$ cat src/rtl/io_bridge_pkg.sv
// Shared sizing helpers and FIFO entry layout for the core IO bridge.
package io_bridge_pkg;

    localparam int ENTRY_DATA_LSB = 0;

    // Address width never collapses to zero bits, even for a single channel.
    function automatic int addr_width(input int n);
        if (n <= 2) return 1;
        return $clog2(n);
    endfunction

    function automatic int entry_addr_lsb(input int nubits);
        return nubits;
    endfunction

    function automatic int entry_width(input int nubits, input int aw);
        return nubits + aw;
    endfunction

endpackage

$ cat src/rtl/sync_fifo.sv
// Single-clock FIFO with occupancy count; a push into a full queue is dropped
// unless a pop frees the head slot in the same cycle.
module sync_fifo #(
    parameter int WIDTH      = 8,
    parameter int LOG2_DEPTH = 2
) (
    input  logic                  clk,
    input  logic                  rst,
    input  logic                  push,
    input  logic                  pop,
    input  logic [WIDTH-1:0]      wdata,
    output logic [WIDTH-1:0]      rdata,
    output logic [LOG2_DEPTH:0]   count,
    output logic                  full,
    output logic                  empty,
    output logic                  overflow
);

    localparam int DEPTH = 1 << LOG2_DEPTH;

    logic [WIDTH-1:0]      mem [DEPTH];
    logic [LOG2_DEPTH-1:0] wr_ptr;
    logic [LOG2_DEPTH-1:0] rd_ptr;
    logic                  do_push;
    logic                  do_pop;

    assign full     = (count == (LOG2_DEPTH+1)'(DEPTH));
    assign empty    = (count == '0);
    assign do_pop   = pop && !empty;
    assign do_push  = push && (!full || do_pop);
    assign overflow = push && !do_push;
    assign rdata    = mem[rd_ptr];

    always_ff @(posedge clk or negedge rst) begin
        if (!rst) begin
            wr_ptr <= '0;
            rd_ptr <= '0;
            count  <= '0;
            for (int i = 0; i < DEPTH; i++) mem[i] <= '0;
        end else begin
            if (do_push) begin
                mem[wr_ptr] <= wdata;
                wr_ptr      <= wr_ptr + LOG2_DEPTH'(1);
            end
            if (do_pop) rd_ptr <= rd_ptr + LOG2_DEPTH'(1);
            case ({do_push, do_pop})
                2'b10:   count <= count + (LOG2_DEPTH+1)'(1);
                2'b01:   count <= count - (LOG2_DEPTH+1)'(1);
                default: count <= count;
            endcase
        end
    end

endmodule

$ cat src/rtl/io_port_bridge.sv
// Bridges the core's IO pins to per-channel input holding registers and an
// output write queue, with interrupt and sticky status generation.
module io_port_bridge
    import io_bridge_pkg::*;
#(
    parameter int                NUBITS = 32,
    parameter int                NUIOIN = 8,
    parameter int                NUIOOU = 8,
    parameter int                FDEPTH = 2,
    parameter logic [NUIOIN-1:0] ITRMSK = '0,
    localparam int               AW_I   = addr_width(NUIOIN),
    localparam int               AW_O   = addr_width(NUIOOU)
) (
    input  logic                     clk,
    input  logic                     rst,
    input  logic                     req_in,
    input  logic [AW_I-1:0]          addr_in,
    output logic [NUBITS-1:0]        io_in,
    input  logic                     out_en,
    input  logic [AW_O-1:0]          addr_out,
    input  logic [NUBITS-1:0]        data_out,
    output logic                     itr,
    input  logic [NUIOIN*NUBITS-1:0] ext_in_data,
    input  logic [NUIOIN-1:0]        ext_in_valid,
    output logic [NUIOIN-1:0]        ext_in_ready,
    output logic [AW_O-1:0]          ext_out_addr,
    output logic [NUBITS-1:0]        ext_out_data,
    output logic                     ext_out_valid,
    input  logic                     ext_out_ready,
    input  logic                     stat_clr,
    output logic                     stat_ovf,
    output logic                     stat_udf
);

    localparam int EW = entry_width(NUBITS, AW_O);
    localparam int AL = entry_addr_lsb(NUBITS);

    logic [NUBITS-1:0] hold_q [NUIOIN];
    logic [NUIOIN-1:0] full_q;
    logic [NUIOIN-1:0] pop;
    logic [NUIOIN-1:0] load;
    logic              arr;
    logic              udf_set;

    // Ready looks through a same-cycle pop so a channel can be refilled back to back.
    for (genvar i = 0; i < NUIOIN; i++) begin : g_ch
        logic [NUBITS-1:0] hold_r;
        logic              full_r;

        assign pop[i]          = req_in && (addr_in == AW_I'(i));
        assign ext_in_ready[i] = ~full_r | pop[i];
        assign load[i]         = ext_in_valid[i] & ext_in_ready[i];
        assign hold_q[i]       = hold_r;
        assign full_q[i]       = full_r;

        always_ff @(posedge clk or negedge rst) begin
            if (!rst) begin
                hold_r <= '0;
                full_r <= 1'b0;
            end else if (load[i]) begin
                hold_r <= ext_in_data[i*NUBITS +: NUBITS];
                full_r <= 1'b1;
            end else if (pop[i]) begin
                full_r <= 1'b0;
            end
        end
    end

    // Out-of-range channel selects read as zero and match no pop bit.
    always_comb begin
        io_in = '0;
        for (int k = 0; k < NUIOIN; k++) begin
            if (addr_in == AW_I'(k)) io_in = hold_q[k];
        end
    end

    assign udf_set = |(pop & ~full_q);
    assign arr     = |(ITRMSK & ~full_q & load);

    logic [EW-1:0]     wentry;
    logic [EW-1:0]     hentry;
    logic [FDEPTH:0]   fifo_count;
    logic              fifo_full;
    logic              fifo_empty;
    logic              fifo_ovf;
    logic              fifo_pop;
    logic              fifo_unused;

    assign wentry        = {addr_out, data_out};
    assign ext_out_valid = (fifo_count != '0);
    assign fifo_pop      = ext_out_valid && ext_out_ready;
    assign ext_out_data  = hentry[ENTRY_DATA_LSB +: NUBITS];
    assign ext_out_addr  = hentry[AL +: AW_O];
    assign fifo_unused   = &{1'b0, fifo_full, fifo_empty};

    sync_fifo #(
        .WIDTH      (EW),
        .LOG2_DEPTH (FDEPTH)
    ) u_out_fifo (
        .clk      (clk),
        .rst      (rst),
        .push     (out_en),
        .pop      (fifo_pop),
        .wdata    (wentry),
        .rdata    (hentry),
        .count    (fifo_count),
        .full     (fifo_full),
        .empty    (fifo_empty),
        .overflow (fifo_ovf)
    );

    // A clear in the same cycle as a new event wins over the set.
    always_ff @(posedge clk or negedge rst) begin
        if (!rst) begin
            itr      <= 1'b0;
            stat_ovf <= 1'b0;
            stat_udf <= 1'b0;
        end else begin
            itr <= arr;
            if (stat_clr) begin
                stat_ovf <= 1'b0;
                stat_udf <= 1'b0;
            end else begin
                if (fifo_ovf) stat_ovf <= 1'b1;
                if (udf_set)  stat_udf <= 1'b1;
            end
        end
    end

endmodule

$ cat config.mk
export PLATFORM = sky130hd
export DESIGN_NAME = io_port_bridge
export DESIGN_NICKNAME = d
export VERILOG_FILES = /design/src/rtl/io_bridge_pkg.sv /design/src/rtl/sync_fifo.sv /design/src/rtl/io_port_bridge.sv
export SDC_FILE = /design/constraint.sdc
export NUM_CORES = 1
export LEC_CHECK = 0
export CORE_MARGIN = 1.5
export CORE_UTILIZATION = 47
export DETAILED_ROUTE_END_ITERATION = 16
export PLACE_DENSITY = 0.77
export SLEW_MARGIN = 20
export SYNTH_ARGS = -nofsm -noshare
export SYNTH_HDL_FRONTEND = slang
export SYNTH_SLANG_ARGS = --single-unit
$ cat constraint.sdc
create_clock -name clk -period 2.6 [get_ports clk]
set_clock_uncertainty 0.2 [all_clocks]
set_input_delay 0.39 -clock clk [delete_from_list [all_inputs] [get_ports clk]]
set_output_delay 0.39 -clock clk [all_outputs]
set_load 0.01 [all_outputs]
======== Word level (Yosys, flattened, before mapping) ========
Cells that the tools add are included.
cells by class
  equal/unequal tests ..................... 10
  reductions and logical operators ........ 32
  bitwise gates (word level) .............. 28
  add/subtract/negate cells ............... 4
  multiplexer cells ....................... 35
  order comparisons ....................... 3
operators by type and width
  cell                 count
  $mux 32              8
  $bwmux 140           1
  $mux 35              3
  $bmux 35 s2          1
  $demux 35 s2         1
  $reduce_bool 2->1    11
  $mux 1               20
  $eq 3x3->1 const B   5
  $logic_and 1x1->1    13
  $and 1x1->1          8
  $and 8x8->8          1
  $not 1->1            8
  $not 8->8            1
  $or 1x1->1           8
  $reduce_or 8->1      1
  $eq 3x2->1 const B   2
  $ge 3x3->1 const B   2
  $logic_not 3->1      2
  $not 2->3            2
  $pmux 3 s2           1
  $add 2x1->2 const B  2
  $add 3x1->3 const B  1
  $eq 3x1->1 const B   1
  $logic_not 1->1      3
  other kinds (6)      6
storage, ports and cells
  logic and storage cells ................. 137
  register bits ........................... 413
  input port bits ......................... 308
  output and inout bits ................... 79

======== Depth between registers and ports, before layout ========
  depth after elaboration ................. 9
  depth in mapped cells ................... 9
  depth with buffers taken out ............ 8

======== Modules after synthesis ========
From an unflattened synthesis, not the netlist that was laid out.
unflattened totals
  cell total of the unflattened synthesis .. 1,196
  area total of the unflattened synthesis .. 18,839.3 sq um
by module, submodules not included
  module          sequential area each (sq um)  instances  area an instance (sq um)  cells each
  io_port_bridge  6,656.4                       1          12,346.8                  819
  sync_fifo       3,678.5                       1          6,492.5                   377

======== Worst setup path after synthesis ========
No wires, ideal clock.
  kind .................................... flip-flop to flip-flop
  start ................................... reg u_out_fifo.count[0]
  end ..................................... reg u_out_fifo.count[2]
  arrival ................................. 2.174 ns
  path buffers ............................ 1
  path slack .............................. 0.147 ns
  stages on the path, launching flop included .. 10
  required time ........................... 2.321 ns
  library setup time ...................... 0.079 ns
  period minus slack after synthesis ...... 2.453 ns
  path through ............................ dfrtp_1 or4b_4 buf_6 nand2_1 ha_1 inv_1 fa_1 xor2_1 nor2_1 xor2_1
between the ends
  cells in the longest elaborated chain, start to end .. 7
  elaborated cells between the ends (all ways) .. 15
  those cells by class .................... 2 x add/sub; 3 x eq/ne; 1 x mux; 9 x reduce/logical
RTL lines
  item                                                  RTL line                               source
  start: declaration                                    sync_fifo.sv:13                        output logic [LOG2_DEPTH:0] count,
  start signal: assignment                              sync_fifo.sv:47                        2'b10: count <= count + (LOG2_DEPTH+1)'(1);
  start signal: assignment                              sync_fifo.sv:48                        2'b01: count <= count - (LOG2_DEPTH+1)'(1);
  start signal: assignment                              sync_fifo.sv:49                        default: count <= count;
  $reduce_bool 3->1 or $logic_not 3->1 (tied branches)  io_port_bridge.sv:90, sync_fifo.sv:28
  $logic_and 1x1->1 or $logic_not 1->1 (tied branches)  io_port_bridge.sv:91, sync_fifo.sv:29
  $logic_and 1x1->1                                     sync_fifo.sv:29                        assign do_pop = pop && !empty;
  $logic_or 1x1->1                                      sync_fifo.sv:30                        assign do_push = push && (!full || do_pop);
  $logic_and 1x1->1                                     sync_fifo.sv:30
  $eq 2x1->1 or $eq 2x2->1 (tied branches)              sync_fifo.sv:46                        case ({do_push, do_pop})
  $pmux 3 s2 or $reduce_bool 2->1 (tied branches)       -
Several ways; a longest one is shown, not always the timed one.
A chain may end at the register's enable or synchronous reset.

======== Worst setup path in the final report ========
  start ................................... reg g_ch[3].hold_r[3]
  end ..................................... out io_in[3]
between the ends
  cells in the longest elaborated chain, start to end .. 5
RTL lines
  item                      RTL line              source
  start: declaration        io_port_bridge.sv:47  logic [NUBITS-1:0] hold_r;
  start signal: assignment  io_port_bridge.sv:61  hold_r <= ext_in_data[i*NUBITS +: NUBITS];
  $mux 32 (5 in series)     io_port_bridge.sv:73  if (addr_in == AW_I'(k)) io_in = hold_q[k];
  end: declaration          io_port_bridge.sv:18  output logic [NUBITS-1:0] io_in,
No other way between the ends.

==> metrics list <==
* Worst flop-to-flop path startpoint: u_out_fifo.count[1]
- Rel. slew slack: about 50%
- The die covers 0.0421 mm².
- The tree built by TritonCTS fans out to between 400 and 500 sinks.
- On the critical path, the stage with the largest delay is an instance of mux4_2.
- STA puts the critical path data required time at between 2000 and 2500 ps.
* Arr. time, crit path: roughly 2100 ps
* CP max stage delay: 490 ps
* Logic gate share of total power: a little over a third
- By area the synthesized netlist is led by dfrtp_1 (54%), mux2_2 (15%), mux2_4 (9.4%), mux4_2 (7.9%), mux2i_1 (1.8%).
- Row generation in the floorplan step produced 73 rows.
- TritonCTS clock tree: done
* Drc violations: 0
- In the synthesized netlist, the number of instances is 1170.
- Setup repair after global routing could not meet its margin everywhere.
* Weighted congestion reported at the end of routability-driven placement: ~0.9
* Placed wire-length estimate: 39400 µm
- Across the run, the number of max-cap violations was 0.
* Vias/cell: 5.51
* Mean routed wirelength per cell: between 20 and 25 µm
- From left edge to right edge, the die measures a little over 200 µm.
* Critical path cell sequence: mux4_2 -> and2_4 -> a221o_1 -> buf_2
* Maximum clock path buffer count: 3
- For the finished layout, the period the worst path requires is 2690 ps.
* Internal power: between 15 and 20 mW
* Clk slew on worst S/H paths: roughly 60 ps
* Warnings from Yosys: 0
- Worst-Skew Late Latency: roughly 560 ps
- Number of library cell types mapped by synthesis: 45
* CP max FO: 2
* Fraction of synthesized cell area taken by the top area cell type: around 54%
- The endpoint identified for the worst register-to-register timing path is u_out_fifo.count[2].
- In this run, synthesis produced a sequential element count of roughly 410.
* Maximum clock rate: around 370 MHz
- During I/O placement, the number of pins put on the boundary was 387.
- The critical path is of the flop to primary output type.
- CTS root buffer: clkbuf_16
- Area delta synth->final: 35.4%
- Switching part of the total power: between 20% and 30%
- Setup slack on the critical path of the routed design comes to -90.1 ps.
- Sum Neg Setup Slack: -420 ps
- The min-delay analysis places its worst path in the category primary input to asynchronous set/reset pin.
* Maximum number of pins on one net before global-route repair: 81
* Share of flip-flops with an asynchronous set or reset: 100%
- The clock network burns ~25% of the power.
- The analysis attributes to cell leakage a power of 11.5 nW.
- Mapped Area: between 0.015 and 0.02 mm²
- The number of nets in the synthesized netlist is 1484.
- In this run the mean area of a mapped cell was between 15 and 20 µm².
- Cells fill ~65% of the core in the end.
- The worst path uses 103% of the clock period.
- First-pass GRT wire length: 83100 µm
- After global routing the overflow that remains totals 0.
- R2R Setup Slk: roughly 230 ps
* Worst ir drop on vdd: between 800 and 900 µV
- Cell type contributing the most total cell area after synthesis: dfrtp_1
* Beginning of the critical path: g_ch[3].hold_r[3]
- Sequential cells account for between 30 and 40% of the total power.
- The via count of the first global-routing pass is around 13000.
* Setup Slack @ Placement: -321 ps
- Initial antenna violation count: 29
* Violated checks: negative setup slack
- At the end of the flow, the number of nets in the layout was approximately 2000.
- Result of the run: finished, violations left
- Worst setup SP type: flop
- Setup violations remaining at the end of the flow were counted as 17.
- At the pin with the least slew margin, the transition time is about 750 ps.
- Remaining antenna violation count after routing: 0
- The worst setup path is captured at a primary output.
- For the worst flop-to-flop path, the logic depth is 8.
- Count of input and output buffers: between 300 and 400
- The first detailed-routing pass took 4 iterations.
- Fin. Hold Viols: 0
- After layout, the design draws a total of 26.4 mW.
* Die Span Y: ~210 µm
- In the final layout, the share of cells above drive strength 1 is a little under half.
* Layout fillers: 2851
- In this run the worst setup path terminates at io_in[3].
* Total vias in the final route: roughly 12000
- In this run the power density over the cells is between 1000 and 1500 mW/mm².
- The max-slew violation total from the final report was 0.
* Max H-tree Level: 2
- Once the floorplan was initialized, standard cells occupied 48.0% of the core.
- Seq/Total Area, Yosys: a little over half
- Sw power: 7.48 mW
- The total area inside the core boundary comes to 0.0400 mm².
- EDFF count, synth: 0
* Most instantiated flip-flop cell in the synthesis netlist: dfrtp_1
- Wires add up to about 55000 µm.
- Initial drt markers: 638
* GRT Overall Usage: around a quarter
* TritonCTS Buffers: 45
cells by family (layout without fill, tap and decap cells):
logic type,after synthesis,after routing,synth area share [%]
other,1,21,0.0195
AND/OR/NAND/NOR,76,76,2.84
buffers and inverters,91,588,3.56
flip-flops,413,413,53.8
XOR/XNOR,6,6,0.274
AO/OA/AOI/OAI,78,78,3.71
adder cells (fa/ha/maj),6,6,0.430
multiplexers,499,499,35.3
timing repair:
action,CTS,global route
resized for setup,337,32
pin swaps,16,1
endpoints found under the hold margin,69,0
gates cloned,4,0
hold buffers,1,0
endpoints found under the setup margin,73,65
buffers inserted,20,12
registers in the layout, summed over array words and instances, names as in the netlist:
| register | count |
|---|---|
| u_out_fifo.wr_ptr | 2 |
| g_ch.full_r | 8 |
| u_out_fifo.rd_ptr | 2 |
| u_out_fifo.mem | 140 |
| stat_udf | 1 |
| u_out_fifo.count | 3 |
| g_ch.hold_r | 256 |
| stat_ovf | 1 |
Yosys cell counts (3+ instances only):
cell type,number
buf_6,7
o2bb2ai_1,32
clkbuf_1,17
mux2_2,259
dfrtp_1,413
nand2b_1,12
nand3_4,4
ha_1,5
xnor2_1,3
buf_12,12
buf_2,27
mux4_2,67
o21ai_1,3
and2_1,32
nand4b_1,3
mux2_4,120
xor2_1,3
mux2_1,18
nand2_1,6
mux2i_1,35
a221o_1,32
a21boi_2,4
buf_4,16
nor2b_1,3
inv_1,10
area by class of cell:
cell class                      count  area [µm²]  share of cell area (%)
Inverter                           10        37.5                   0.144
Tap cell                          525         657                    2.53
Antenna cell                       20        50.0                   0.193
Multi-Input combinational cell    666        8340                    32.1
Clock inverter                     16         219                   0.843
Clock buffer                       66        1340                    5.15
Timing Repair Buffer              496        5010                    19.3
Sequential cell                   413       10300                    39.8
power groups by stage:
stage,Sequential (mW),Combinational [mW],Clock (mW)
3_5_place_dp,10.2,9.22,0
3_3_place_gp,10.1,9.03,0
2_1_floorplan,9.68,6.07,0
6_report,10.2,9.51,6.71
4_1_cts,10.2,9.61,6.83
5_1_grt,10.5,10.1,7.08
cells in the final DEF, fill, tap and decap left out, drive strengths merged, types with 4 or more instances in the layout:
cell           Yosys  final
a21boi             4      4
a221o             32     32
dfrtp            413    413
bufinv             0      5
and2              32     32
nand3              4      4
mux4              67     67
mux2i             35     35
clkbuf            17     68
clkdlybuf4s50      0    306
o2bb2ai           32     32
clkinv             0      8
nand2b            12     12
dlygate4sd2        0      5
buf               64    179
diode              0     20
ha                 5      5
o21ai              6      6
inv               10     12
mux2             397    397
nand2              6      6
critical path, delay by kind of cell, from the launching register on:
| kind | cells | cell delay [ps] |
|---|---|---|
| buffers and inverters | 1 | 160 |
| muxes | 1 | 490 |
| AOI/OAI and AO/OA | 1 | 300 |
| and+or+nand+nor | 1 | 200 |
| DFF | 1 | 390 |
worst min-delay path by stage:
stage                          from                  to  slack (ps)  depth (start not counted)
floorplan                       rst      g_ch[0].full_r        -110                          0
global placement                rst  g_ch[2].hold_r[23]         230                          1
detailed placement              rst  g_ch[2].hold_r[23]         230                          1
CTS                 ext_in_data[53]  g_ch[1].hold_r[21]         200                          2
global route         ext_in_data[7]   g_ch[0].hold_r[7]         210                          2
finish                          rst  g_ch[2].hold_r[23]         180                          2
metal layers:
layer	global-route usage (%)	share of wire, %	wire [µm]	vias to the layer above
li1	-	-	-	5330
met1	36.5	43	23800	6318
met2	39.5	46	25400	388
met3	7.27	6.8	3740	126
met4	12.6	4.1	2270	18
met5	0	0.23	125	-
per-stage QoR:
stage / hold WS [ps] / area, µm² / cells
detailed placement: 234 / 24100 / 2080
finish: 178 / 26000 / 2212
global placement: 234 / 24100 / 2080
CTS: 195 / 25900 / 2187
global route: 211 / 26000 / 2211
floorplan: -106 / 19200 / 1170
Note: power is estimated with default switching activity, not from simulation.
